===== src/rtl/cacheline_burst_adaptor_pkg.sv =====
// Shared types for the cacheline <-> 4-beat burst adaptor.
// Beat type, line geometry constants and adaptor FSM state encoding.
package cacheline_burst_adaptor_pkg;

    typedef logic [63:0] rv32i_beat;

    localparam int BEATS_PER_LINE   = 4;
    localparam int LINE_OFFSET_BITS = 5;

    typedef enum logic [2:0] {
        IDLE,
        RD_BURST,
        RD_DONE,
        WR_BURST,
        WR_DONE
    } adaptor_state_t;

    function automatic logic in_burst(input adaptor_state_t s);
        return (s == RD_BURST) || (s == WR_BURST);
    endfunction

endpackage


===== src/rtl/cacheline_burst_adaptor_shreg.sv =====
// cl_beat_shreg: line-wide beat shift register shared by read and write paths.
// Parallel load / serial beat out at entry 0; serial beat in at the top entry / parallel line out.
module cl_beat_shreg #(
    parameter int LINE_W = 256,
    parameter int BEAT_W = 64
) (
    input  logic              clk,
    input  logic              reset,
    input  logic              load,
    input  logic [LINE_W-1:0] line_in,
    input  logic              shift,
    input  logic [BEAT_W-1:0] beat_in,
    output logic [BEAT_W-1:0] beat_out,
    output logic [LINE_W-1:0] line_out
);

    localparam int BEATS = LINE_W / BEAT_W;

    logic [BEAT_W-1:0] entry_reg  [BEATS];
    logic [BEAT_W-1:0] entry_next [BEATS];

    genvar gi;
    generate
        for (gi = 0; gi < BEATS; gi++) begin : g_entry
            logic [BEAT_W-1:0] shift_src;
            // Shifting moves every beat one slot toward entry 0; the top slot takes the serial input.
            if (gi == BEATS - 1) begin : g_top
                assign shift_src = beat_in;
            end else begin : g_mid
                assign shift_src = entry_reg[gi+1];
            end
            assign entry_next[gi] = load  ? line_in[gi*BEAT_W +: BEAT_W] :
                                    shift ? shift_src : entry_reg[gi];
            assign line_out[gi*BEAT_W +: BEAT_W] = entry_reg[gi];
        end
    endgenerate

    always_ff @(posedge clk) begin
        for (int i = 0; i < BEATS; i++) begin
            if (reset) begin
                entry_reg[i] <= '0;
            end else begin
                entry_reg[i] <= entry_next[i];
            end
        end
    end

    assign beat_out = entry_reg[0];

endmodule


===== src/rtl/cacheline_burst_adaptor.sv =====
// Converts one cacheline read/write into a 4-beat burst and reassembles read beats into a line.
// Optional macro CL_ADAPTOR_STATS_EN adds read/write/stall statistics counters.
module cacheline_burst_adaptor
    import cacheline_burst_adaptor_pkg::*;
#(
    parameter int ADDR_W = 32,
    parameter int LINE_W = 256,
    parameter int BEAT_W = 64
) (
    input  logic              clk,
    input  logic              reset,
    input  logic [ADDR_W-1:0] line_addr_i,
    input  logic [LINE_W-1:0] line_wdata_i,
    input  logic              line_read_i,
    input  logic              line_write_i,
    output logic [LINE_W-1:0] line_rdata_o,
    output logic              line_resp_o,
    output logic [ADDR_W-1:0] burst_addr_o,
    output logic [BEAT_W-1:0] burst_wdata_o,
    output logic              burst_read_o,
    output logic              burst_write_o,
    input  logic [BEAT_W-1:0] burst_rdata_i,
    input  logic              burst_resp_i
`ifdef CL_ADAPTOR_STATS_EN
    ,
    output logic [31:0]       stat_reads_o,
    output logic [31:0]       stat_writes_o,
    output logic [31:0]       stat_stall_o
`endif
);

    localparam int CNT_W = $clog2(BEATS_PER_LINE);
    localparam logic [CNT_W-1:0]  LAST_BEAT = CNT_W'(BEATS_PER_LINE - 1);
    localparam logic [ADDR_W-1:0] LINE_MASK = ~ADDR_W'((2 ** LINE_OFFSET_BITS) - 1);

    adaptor_state_t    state_reg, state_next;
    logic [CNT_W-1:0]  cnt_reg, cnt_next;
    logic [ADDR_W-1:0] addr_reg, addr_next;
    logic              rd_reg, rd_next;
    logic              wr_reg, wr_next;
    logic              resp_reg, resp_next;
    logic [LINE_W-1:0] rdata_reg, rdata_next;

    logic              shreg_load;
    logic              shreg_shift;
    logic [BEAT_W-1:0] shreg_ser_in;
    logic [BEAT_W-1:0] shreg_beat;
    logic [LINE_W-1:0] shreg_line;

    cl_beat_shreg #(
        .LINE_W (LINE_W),
        .BEAT_W (BEAT_W)
    ) u_shreg (
        .clk      (clk),
        .reset    (reset),
        .load     (shreg_load),
        .line_in  (line_wdata_i),
        .shift    (shreg_shift),
        .beat_in  (shreg_ser_in),
        .beat_out (shreg_beat),
        .line_out (shreg_line)
    );

    always_ff @(posedge clk) begin
        if (reset) begin
            state_reg <= IDLE;
            cnt_reg   <= '0;
            addr_reg  <= '0;
            rd_reg    <= 1'b0;
            wr_reg    <= 1'b0;
            resp_reg  <= 1'b0;
            rdata_reg <= '0;
        end else begin
            state_reg <= state_next;
            cnt_reg   <= cnt_next;
            addr_reg  <= addr_next;
            rd_reg    <= rd_next;
            wr_reg    <= wr_next;
            resp_reg  <= resp_next;
            rdata_reg <= rdata_next;
        end
    end

    always_comb begin
        state_next   = state_reg;
        cnt_next     = cnt_reg;
        addr_next    = addr_reg;
        rd_next      = 1'b0;
        wr_next      = 1'b0;
        resp_next    = 1'b0;
        rdata_next   = rdata_reg;
        shreg_load   = 1'b0;
        shreg_shift  = 1'b0;
        shreg_ser_in = '0;
        case (state_reg)
            IDLE: begin
                // Write wins when both requests are (illegally) raised together.
                if (line_write_i) begin
                    state_next = WR_BURST;
                    wr_next    = 1'b1;
                    addr_next  = line_addr_i & LINE_MASK;
                    cnt_next   = '0;
                    shreg_load = 1'b1;
                end else if (line_read_i) begin
                    state_next = RD_BURST;
                    rd_next    = 1'b1;
                    addr_next  = line_addr_i & LINE_MASK;
                    cnt_next   = '0;
                end
            end
            RD_BURST: begin
                rd_next = 1'b1;
                if (burst_resp_i) begin
                    shreg_shift  = 1'b1;
                    shreg_ser_in = burst_rdata_i;
                    cnt_next     = cnt_reg + 1'b1;
                    if (cnt_reg == LAST_BEAT) begin
                        // Final beat lands straight in the output line, skipping the shift register.
                        state_next = RD_DONE;
                        rd_next    = 1'b0;
                        resp_next  = 1'b1;
                        rdata_next = {burst_rdata_i, shreg_line[LINE_W-1:BEAT_W]};
                    end
                end
            end
            WR_BURST: begin
                wr_next = 1'b1;
                if (burst_resp_i) begin
                    shreg_shift = 1'b1;
                    cnt_next    = cnt_reg + 1'b1;
                    if (cnt_reg == LAST_BEAT) begin
                        state_next = WR_DONE;
                        wr_next    = 1'b0;
                        resp_next  = 1'b1;
                    end
                end
            end
            RD_DONE, WR_DONE: begin
                state_next = IDLE;
            end
            default: begin
                state_next = IDLE;
            end
        endcase
    end

    assign line_rdata_o  = rdata_reg;
    assign line_resp_o   = resp_reg;
    assign burst_addr_o  = addr_reg;
    assign burst_wdata_o = shreg_beat;
    assign burst_read_o  = rd_reg;
    assign burst_write_o = wr_reg;

`ifdef CL_ADAPTOR_STATS_EN
    logic [31:0] reads_reg, writes_reg, stall_reg;

    always_ff @(posedge clk) begin
        if (reset) begin
            reads_reg  <= '0;
            writes_reg <= '0;
            stall_reg  <= '0;
        end else begin
            if (state_reg == RD_BURST && state_next == RD_DONE) begin
                reads_reg <= reads_reg + 32'd1;
            end
            if (state_reg == WR_BURST && state_next == WR_DONE) begin
                writes_reg <= writes_reg + 32'd1;
            end
            if (in_burst(state_reg) && !burst_resp_i) begin
                stall_reg <= stall_reg + 32'd1;
            end
        end
    end

    assign stat_reads_o  = reads_reg;
    assign stat_writes_o = writes_reg;
    assign stat_stall_o  = stall_reg;
`endif

`ifndef SYNTHESIS
    always_ff @(posedge clk) begin
        if (!reset && state_reg == IDLE) begin
            assert (!(line_read_i && line_write_i))
            else $warning("cacheline_burst_adaptor: read and write requested together in IDLE, servicing write");
        end
    end
`endif

endmodule

===== config.mk =====
export PLATFORM = sky130hd
export DESIGN_NAME = cacheline_burst_adaptor
export DESIGN_NICKNAME = d
export VERILOG_FILES = /design/src/rtl/cacheline_burst_adaptor_pkg.sv /design/src/rtl/cacheline_burst_adaptor_shreg.sv /design/src/rtl/cacheline_burst_adaptor.sv
export SDC_FILE = /design/constraint.sdc
export NUM_CORES = 1
export LEC_CHECK = 0
export BUFFER_PORTS_ARGS = -buffer_cell sky130_fd_sc_hd__buf_2
export CAP_MARGIN = 20
export CELL_PAD_IN_SITES_DETAIL_PLACEMENT = 0
export CELL_PAD_IN_SITES_GLOBAL_PLACEMENT = 1
export CORE_AREA = 2 2 278 280
export CTS_CLUSTER_SIZE = 40
export DETAILED_ROUTE_END_ITERATION = 8
export DIE_AREA = 0 0 280 282
export PLACE_DENSITY_LB_ADDON = 0.1
export REMOVE_ABC_BUFFERS = 1
export SLEW_MARGIN = 20
export SYNTH_ARGS = -nofsm -noshare
export SYNTH_HDL_FRONTEND = slang
export SYNTH_SLANG_ARGS = --single-unit
export TNS_END_PERCENT = 50

===== constraint.sdc =====
create_clock -name clk -period 4.6 [get_ports clk]
set_input_delay 0.92 -clock clk [delete_from_list [all_inputs] [get_ports clk]]
set_output_delay 0.92 -clock clk [all_outputs]
set_load 0.1 [all_outputs]

Word level (Yosys, flattened, before mapping). Memory sizes are Yosys's and may differ from the RTL's. Index checks and enable logic that the tools add are counted.

Register bits after elaboration: 296. Bits in writable memories: 256. Input bits: 357. Output and inout bits: 355. Memories: 1.

Add/subtract/negate cells: 1. Equal/unequal tests: 9. Multiplexer cells: 41. Bitwise operators: 6. Reductions and logical operators: 9.

Memories: u_shreg.entry_reg (words 4, width 64, read ports 4, clocked after Yosys merged registers in 0, wr ports 4, line cacheline_burst_adaptor_shreg.sv:19) `logic [BEAT_W-1:0] entry_reg [BEATS];`.

Operators by type and width (count): 64-bit 2-to-1 mux (14); 32-bit 2-to-1 mux (2); 3-bit 2-to-1 mux (6); 1-bit 2-to-1 mux (12); 3-bit one-hot mux with 3 select lines (1); 2-bit inequality test, second input constant (4); 2-bit 2-to-1 mux (3); 3-bit AND reduction (2); 5-bit AND reduction (1); 1-bit bitwise OR (4); 1-bit one-hot mux with 2 select lines (2); 2-bit one-hot mux with 2 select lines (1); 2-bit nonzero test (2); 3-bit by 1-bit == test with 1-bit output, second input constant (1); 3-bit by 2-bit == test with 1-bit output, second input constant (1); 3-bit logical NOT (1); 3-bit inequality test, second input constant (1); 3-bit OR reduction (1); 2-bit by 1-bit adder with 2-bit output, second input constant (1); 2-bit == test, second input constant (1); 2-bit by 1-bit inequality test with 1-bit output, second input constant (1); 1-bit inverter (2); 2-bit AND reduction (1); 2-bit OR reduction (1).

Logic depth before layout (Yosys ltp). Gate-level depths: netlist of the first run.

Depth in word-level cells: 6. Mapped depth: 7. Depth with buffers taken out: 4.

Hierarchy. From an unflattened synthesis of the first run, not the netlist that was laid out.

Cells, all modules: 2550. Area, all modules: 27307.4 um^2.

By module, submodules not included: cacheline_burst_adaptor (times used 1, cells an instance 1348, area each 13689.4 um^2, seq. area each 5825.6 um^2); cl_beat_shreg (times used 1, cells an instance 1202, area each 13618.1 um^2, seq. area each 5124.9 um^2).

Worst setup path after synthesis of the first run. Ideal clock, no wire load.

Kind: input to register. Start point: input port line_write_i. End point: memory u_shreg.entry_reg[0][18]. Library setup time: 147 ps. Data arrival time: 1983 ps. Required time: 4453 ps. Slack: 2470 ps. Cell stages on the path: 6. Path through: or4b_1 -> buf_2 -> buf_2 -> buf_2 -> nor2_1 -> a311oi_2.

RTL lines: start: declaration (line cacheline_burst_adaptor.sv:15) `input logic line_write_i,`; end: declaration (line cacheline_burst_adaptor_shreg.sv:19).

Worst setup path in the final report of the first run.
Start point: register state_reg[1]. End point: register rdata_reg[40] (netlist: line_rdata_o[40]), read port of u_shreg.entry_reg.

Longest elaborated chain between the ends: 2.

RTL lines: start: declaration (line cacheline_burst_adaptor.sv:36) `adaptor_state_t state_reg, state_next;`; start signal: assignment (line cacheline_burst_adaptor.sv:74) `state_reg <= state_next;`; 3-bit by 1-bit == test with 1-bit output (line cacheline_burst_adaptor.sv:95) `case (state_reg)`; 3-bit AND reduction (no source line); end: declaration (line cacheline_burst_adaptor.sv:42) `logic [LINE_W-1:0] rdata_reg, rdata_next;`.

Every way passes these cells. A chain may end at the register's enable or synchronous reset.

==> qor.yml, run 1 <==
fill_cells: 7943
vias: 22400
die_w_um: 280
ys_types: 34
numCtsBuffers: 67
final_common_cell: "buf_2"
endpoint_kind: "flip-flop"
grt_overflow_total: 0
fp.dieH_um: 282
rsz0062_at_grt: "no"
cp_top_family: "buffers and inverters"
cts_tree: "built"
synth_top_area_share_pct: 48.7
cp_data_required_time_ns: 5.10
ys_seq_area_share_pct: 48.7
worst-setup-path-type: "reg2reg"
async_flop_share_pct: 0
cp.depth: 5
clkSinkCount: 547
path_cells: "nand4bb_4, buf_12, buf_4, o21ai_0, a21oi_1"
cp_max_fo: 180
setup_viol: 0
skew_ns: 0.0257
io_buffers: 701
final_layout_size_suffix_gt1_share_pct: 30.6
synthTopCellsByArea: "dfxtp_1, a21oi_1, nand3_1, a311oi_2, o21ai_0"
slew_viol_final: 0
insertion_delay_ns: 0.59
grt_max_degree: 181
postCtsHoldBufs: 0
multiInputGateArea_um2: 10200
place_ws_ns: 1.36
die_area_um2: 79000
antenna_found_initial: 27
pin_count: 712
fin_crit_sh_pct: 66.0
fmaxAchievable_mhz: 330
core.rowCount: 101
slew_headroom_pct: 26.5
area_growth_pct: 27.6
synth_edf_count: 0
coreArea_um2: 75700
cp-start-kind: "flip-flop"
cp_slowest_stage_delay_ns: 0.64
synth.avg_cell_area_um2: 8.51
h-tree-depth: 3
finalNetCount: 3511
powerDensity_nw_per_um2: 432
max-cap-violations: 0
grt_pass1_vias: 21900
clockBufferDepth: 3
post_cts.repair.setup_buffers: 0
grt_pass1_wl_mm: 137
final_hold_viol_count: 0
wl_per_cell_um: 21.9
grtUsageTotal_pct: 22.1
reg2reg_depth: 5
worst_slew_pin_slew_ns: 1.10
ant_nets: 0
gp_congestion: 0.794
dp_hpwl_mm: 57.5
p_total_mw: 12.4
min_path_type: "reg2reg"
path_clk_slew_ns: 0.06
regArea_um2: 11000
via_per_inst: 5.33
cp.arrival_ns: 3.54
layout_min_cycle_time_ns: 3.03
drt-initial-drc-count: 1528
ys_warn_count: 0
initial_core_util_pct: 29.7
cts_resized: 0
netlist_instances: 2641
r2r_slack_ns: 1.57
cts_root_buf: "clkbuf_16"
worstHoldPathCells: 2
slowest_stage: "dfxtp_1"
status: "finished, final reports clean"
synth_area_um2: 22500
remaining_drc_errors: 0
yosysTopAreaCell: "dfxtp_1"
ys.flop_type: "dfxtp_1"
leakagePower_nw: 11.1
finalWorstSetupSlack_ns: 1.57
crit_buf_inv: 2
wl_mm: 92.0
synth-seq-cells: 547
final_cell_mix: "buf_2, dfxtp_1, a21oi_1"
ir_worst_vdd_v: 0.000278
dr.pass1.iters: 5
cell type report:
class / instances / share of cell area [%]
Sequential cell: 547 / 38.2
Inverter: 1 / 0.0305
Tap cell: 978 / 4.27
Timing Repair Buffer: 744 / 14.3
Multi-Input combinational cell: 1791 / 35.6
Clock inverter: 4 / 0.0960
Clock buffer: 112 / 7.35
Antenna cell: 20 / 0.175
kinds of logic after synthesis:
logic type	Yosys count	synth area share (%)
flops	547	48.7
fa+ha+maj	2	0.111
simple gates	827	16.5
other cells	1	0.0167
buf+inv	307	6.06
compound gates	957	28.6
through the flow:
step / utilization, % / std cells / hold WS [ns] / cell area, µm² / setup TNS (ns)
4_1_cts: 37.8 / 4177 / 0.470 / 28600 / 0
5_1_grt: 37.9 / 4195 / 0.485 / 28700 / 0
3_5_place_dp: 35.0 / 4061 / 0.463 / 26500 / 0
2_1_floorplan: - / 2339 / 0.451 / 21100 / -2390.65
6_report: 37.9 / 4197 / 0.470 / 28700 / 0
3_3_place_gp: 35.0 / 4061 / 0.459 / 26500 / 0
report_power, final:
part           leakage (nW)  internal [mW]  switching (mW)
Combinational          5.57          0.507            1.52
Clock                  1.05           3.10            2.10
Sequential             4.46           4.99           0.170
Total                  11.1           8.60            3.79
synthesized netlist by cell type, types with 2 or more instances:
| master | n |
|---|---|
| nor3_1 | 2 |
| o21ai_0 | 286 |
| a311oi_2 | 131 |
| buf_4 | 8 |
| dfxtp_1 | 547 |
| a22oi_1 | 125 |
| buf_1 | 35 |
| nand2_1 | 266 |
| nand3b_1 | 3 |
| a21oi_1 | 409 |
| nand3_1 | 407 |
| and3b_1 | 2 |
| buf_2 | 42 |
| nor2_1 | 135 |
| clkbuf_1 | 204 |
| a211oi_1 | 3 |
| buf_6 | 17 |
| ha_1 | 2 |
| o211ai_1 | 2 |
final timing paths:
kind                    start                to
max              state_reg[1]  line_rdata_o[40]
min          line_rdata_o[82]  line_rdata_o[82]
max reg2reg      state_reg[1]  line_rdata_o[40]
min reg2reg  line_rdata_o[82]  line_rdata_o[82]
worst reg2reg max path, stage by stage, from the launching register on:
cell       delay (ns)
dfxtp_1          0.64
nand4bb_4        0.50
buf_12           0.64
buf_4            0.82
o21ai_0          0.17
a21oi_1          0.18
per-layer routing:
| layer | routed length, µm | GRT usage (%) | vias to the layer above |
|---|---|---|---|
| met2 | 44300 | 36.3 | 705 |
| met5 | 77 | 0 | - |
| met3 | 5630 | 5.13 | 166 |
| met1 | 38700 | 27.4 | 10900 |
| met4 | 3300 | 9.90 | 12 |
| li1 | - | - | 10500 |
Power figures use the tool's default switching activity.
==> run 2: changes to the inputs <==
--- a/config.mk
+++ b/config.mk
@@ -5,14 +5,15 @@
 export SDC_FILE = /design/constraint.sdc
 export NUM_CORES = 1
 export LEC_CHECK = 0
+export ABC_AREA = 1
 export BUFFER_PORTS_ARGS = -buffer_cell sky130_fd_sc_hd__buf_2
 export CAP_MARGIN = 20
 export CELL_PAD_IN_SITES_DETAIL_PLACEMENT = 0
 export CELL_PAD_IN_SITES_GLOBAL_PLACEMENT = 1
-export CORE_AREA = 2 2 278 280
+export CORE_AREA = 2 2 276 278
 export CTS_CLUSTER_SIZE = 40
 export DETAILED_ROUTE_END_ITERATION = 8
-export DIE_AREA = 0 0 280 282
+export DIE_AREA = 0 0 278 280
 export PLACE_DENSITY_LB_ADDON = 0.1
 export REMOVE_ABC_BUFFERS = 1
 export SLEW_MARGIN = 20
==> constraint.sdc (replaced) <==
create_clock -name clk -period 3 [get_ports clk]
set_input_delay 0.6 -clock clk [delete_from_list [all_inputs] [get_ports clk]]
set_output_delay 0.6 -clock clk [all_outputs]
set_load 0.1 [all_outputs]
==> run 2 against run 1 <==
Compared with the run above:
- count of clock-buffer cells in the layout down 10
- sequential power up 61%
- critical path depth up 3
- non-clock buffer count up 10
- highest routed layer unchanged
- maximum frequency up 33%
- worst setup slack worse by 0.84 ns
- clock skew up 0.0036 ns
- critical path type unchanged
- cell area up 6.0%
- worst hold slack worse by 0.22 ns
- combinational power rose to 2.7 times the previous value
- global-route usage up 2.1 points
- core utilization up 2.5 points
==> qor.yml, run 2 <==
final_util_pct: 40.4  # +2.5 points
p_seq_share_pct: 37.5  # -4.1 points
via_per_inst: 4.74  # -11%
dr.pass1.iters: 5  # unchanged
ys_top_cells_by_count: "nor2_1, dfxtp_1, nand2_1"
synth_top_area_share_pct: 46.0  # -2.8 points
regArea_um2: 11000  # about the same
synth.avg_cell_area_um2: 6.64  # -22%
die_w_um: 278  # -0.71%
synth_edf_count: 0  # unchanged
grt_pass1_vias: 23700  # +8.1%
leakagePower_nw: 14.5  # +31%
async_flop_share_pct: 0  # unchanged
vias: 24500  # +9.7%
fp.dieH_um: 280  # -0.71%
max-cap-violations: 0  # unchanged
coreArea_um2: 75200  # -0.67%
io_buffers: 701  # unchanged
cp-start-kind: "flip-flop"
worst-setup-path-type: "reg2reg"
fill_cells: 8344  # +5.0%
final_layout_size_suffix_gt1_share_pct: 20.8  # -9.9 points
final_hold_viol_count: 0  # unchanged
pin_count: 712  # unchanged
yosysTopAreaCell: "dfxtp_1"
min_path_type: "in2reg"
area_growth_pct: 27.6  # about the same
post_cts.repair.setup_buffers: 0  # unchanged
cts_tree: "built"
path_clk_slew_ns: 0.06  # about the same
antenna_found_initial: 33  # +22%
clockBufferDepth: 3  # unchanged
dp_hpwl_mm: 62.6  # +8.8%
remaining_drc_errors: 0  # unchanged
netlist_instances: 3587  # +36%
grt_overflow_total: 0  # unchanged
synth-seq-cells: 547  # unchanged
slew_viol_final: 0  # unchanged
powerDensity_nw_per_um2: 730  # +69%
status: "finished, final reports clean"
synth_area_um2: 23800  # +6.0%
wl_per_cell_um: 18.8  # -14%
multiInputGateArea_um2: 10500  # +3.0%
cp_data_required_time_ns: 3.53  # -1.57 ns
grt_pass1_wl_mm: 146  # +7.1%
insertion_delay_ns: 0.60  # about the same
initial_core_util_pct: 31.7  # +2.0 points
ys.flop_type: "dfxtp_1"
drt-initial-drc-count: 1283  # -16%
fin_crit_sh_pct: 76.0  # +10 points
layout_min_cycle_time_ns: 2.28  # -0.756 ns
p_sw_mw: 7.94  # +110%
endpoint_kind: "flip-flop"
cts_root_buf: "clkbuf_16"
p_int_mw: 14.3  # +66%
grtUsageTotal_pct: 24.1  # +2.1 points
final_cell_mix: "nor2_1, buf_2, dfxtp_1"
worst_slew_pin_slew_ns: 1.01  # -0.0966 ns
wl_mm: 97.1  # +5.6%
cp.arrival_ns: 2.81  # -0.73 ns
setup_viol: 0  # unchanged
skew_ns: 0.0293  # +0.00363 ns
cts_resized: 0  # unchanged
clkSinkCount: 547  # unchanged
switching_share_pct: 35.8  # +5.2 points
ys_types: 23  # -32%
p_total_mw: 22.2  # +79%
ys_warn_count: 0  # unchanged
numCtsBuffers: 67  # unchanged
slew_headroom_pct: 32.9  # +6.4 points
yosysMostFrequentCell: "nor2_1"
pwr-share-clk_pct: 37.4  # -4.6 points
power_frac_comb_pct: 25.1  # +8.7 points
gp_congestion: 0.813  # +2.4%
ir_worst_vdd_v: 0.000492  # +77%
core.rowCount: 101  # unchanged
final_common_cell: "nor2_1"
ant_nets: 0  # unchanged
synthTopCellsByArea: "dfxtp_1, nor2_1, nand2_1, o21ai_0, inv_1"
ys_seq_area_share_pct: 46.0  # -2.8 points
fmaxAchievable_mhz: 439  # +33%
cp_max_fo: 89  # -51%
h-tree-depth: 3  # unchanged
die_area_um2: 77800  # -1.4%
grt_max_degree: 126  # -30%
rsz0062_at_grt: "no"
postCtsHoldBufs: 0  # unchanged
finalNetCount: 4485  # +28%
[run 2: final timing paths]
path	start	endpoint	slack (ns)	cells after the start
worst min register to register	burst_addr_o[11]	burst_addr_o[11]	0.46	2
worst max register to register	cnt_reg[0]	line_rdata_o[108]	0.72	8
worst max-delay path	cnt_reg[0]	line_rdata_o[108]	0.72	8
worst min-delay path	burst_rdata_i[17]	line_rdata_o[209]	0.25	3
[run 2: power by group through the flow]
stage / combinational, mW / sequential, mW / clock, mW
2_1_floorplan: 2.71 / 9.97 / 0
3_3_place_gp: 5.60 / 8.47 / 0
3_5_place_dp: 5.59 / 8.48 / 0
4_1_cts: 5.61 / 8.32 / 8.54
5_1_grt: 6.12 / 8.40 / 8.80
6_report: 5.56 / 8.33 / 8.30
[run 2: metrics by stage]
stage               setup TNS (ns)  setup slack, ns  hold WS, ns  std cells  cell area, µm²
floorplan                 -4178.17           -13.97        0.465       3303           22600
global placement                 0            0.708        0.450       5035           28100
detailed placement               0            0.655        0.453       5035           28100
CTS                              0            0.704        0.212       5151           30300
global route                     0            0.527        0.228       5164           30400
finish                           0            0.721        0.253       5171           30400
[run 2: metal layers]
| layer | wire length [µm] | vias up | track usage, % |
|---|---|---|---|
| met5 | 166 | - | 0 |
| met4 | 2700 | 28 | 8.40 |
| met3 | 5770 | 156 | 5.73 |
| met2 | 47600 | 592 | 41.7 |
| met1 | 40900 | 11300 | 29.3 |
| li1 | - | 12400 | - |
[run 2: cell families (layout without fill, tap and decap cells)]
family / count (synthesis) / after routing / share of synthesized area, %
other: 1 / 25 / 0.0157
buffers and inverters: 609 / 1191 / 10.2
flip-flops: 547 / 547 / 46.0
AND/OR/NAND/NOR: 1881 / 1881 / 32.2
AO/OA/AOI/OAI: 547 / 547 / 11.5
adder cells (fa/ha/maj): 2 / 2 / 0.105
[run 2: final cells by class]
| cell class | count | share of cell area, % |
|---|---|---|
| multi-input combinational | 2435 | 34.6 |
| clock buffer | 102 | 6.55 |
| clock inverter | 14 | 0.774 |
| tap | 978 | 4.03 |
| antenna | 20 | 0.165 |
| sequential | 547 | 36.0 |
| timing repair buffer | 754 | 13.8 |
| inverter | 321 | 4.02 |
[run 2: worst max-delay path, cell delays in order (launching register included)]
cell and delay (ns):
dfxtp_1 0.34, ha_1 0.31, nand2_1 0.14, inv_1 0.10, nand2_8 0.25, buf_12 0.38, buf_4 0.35, o21ai_0 0.13
nor2_1 0.10
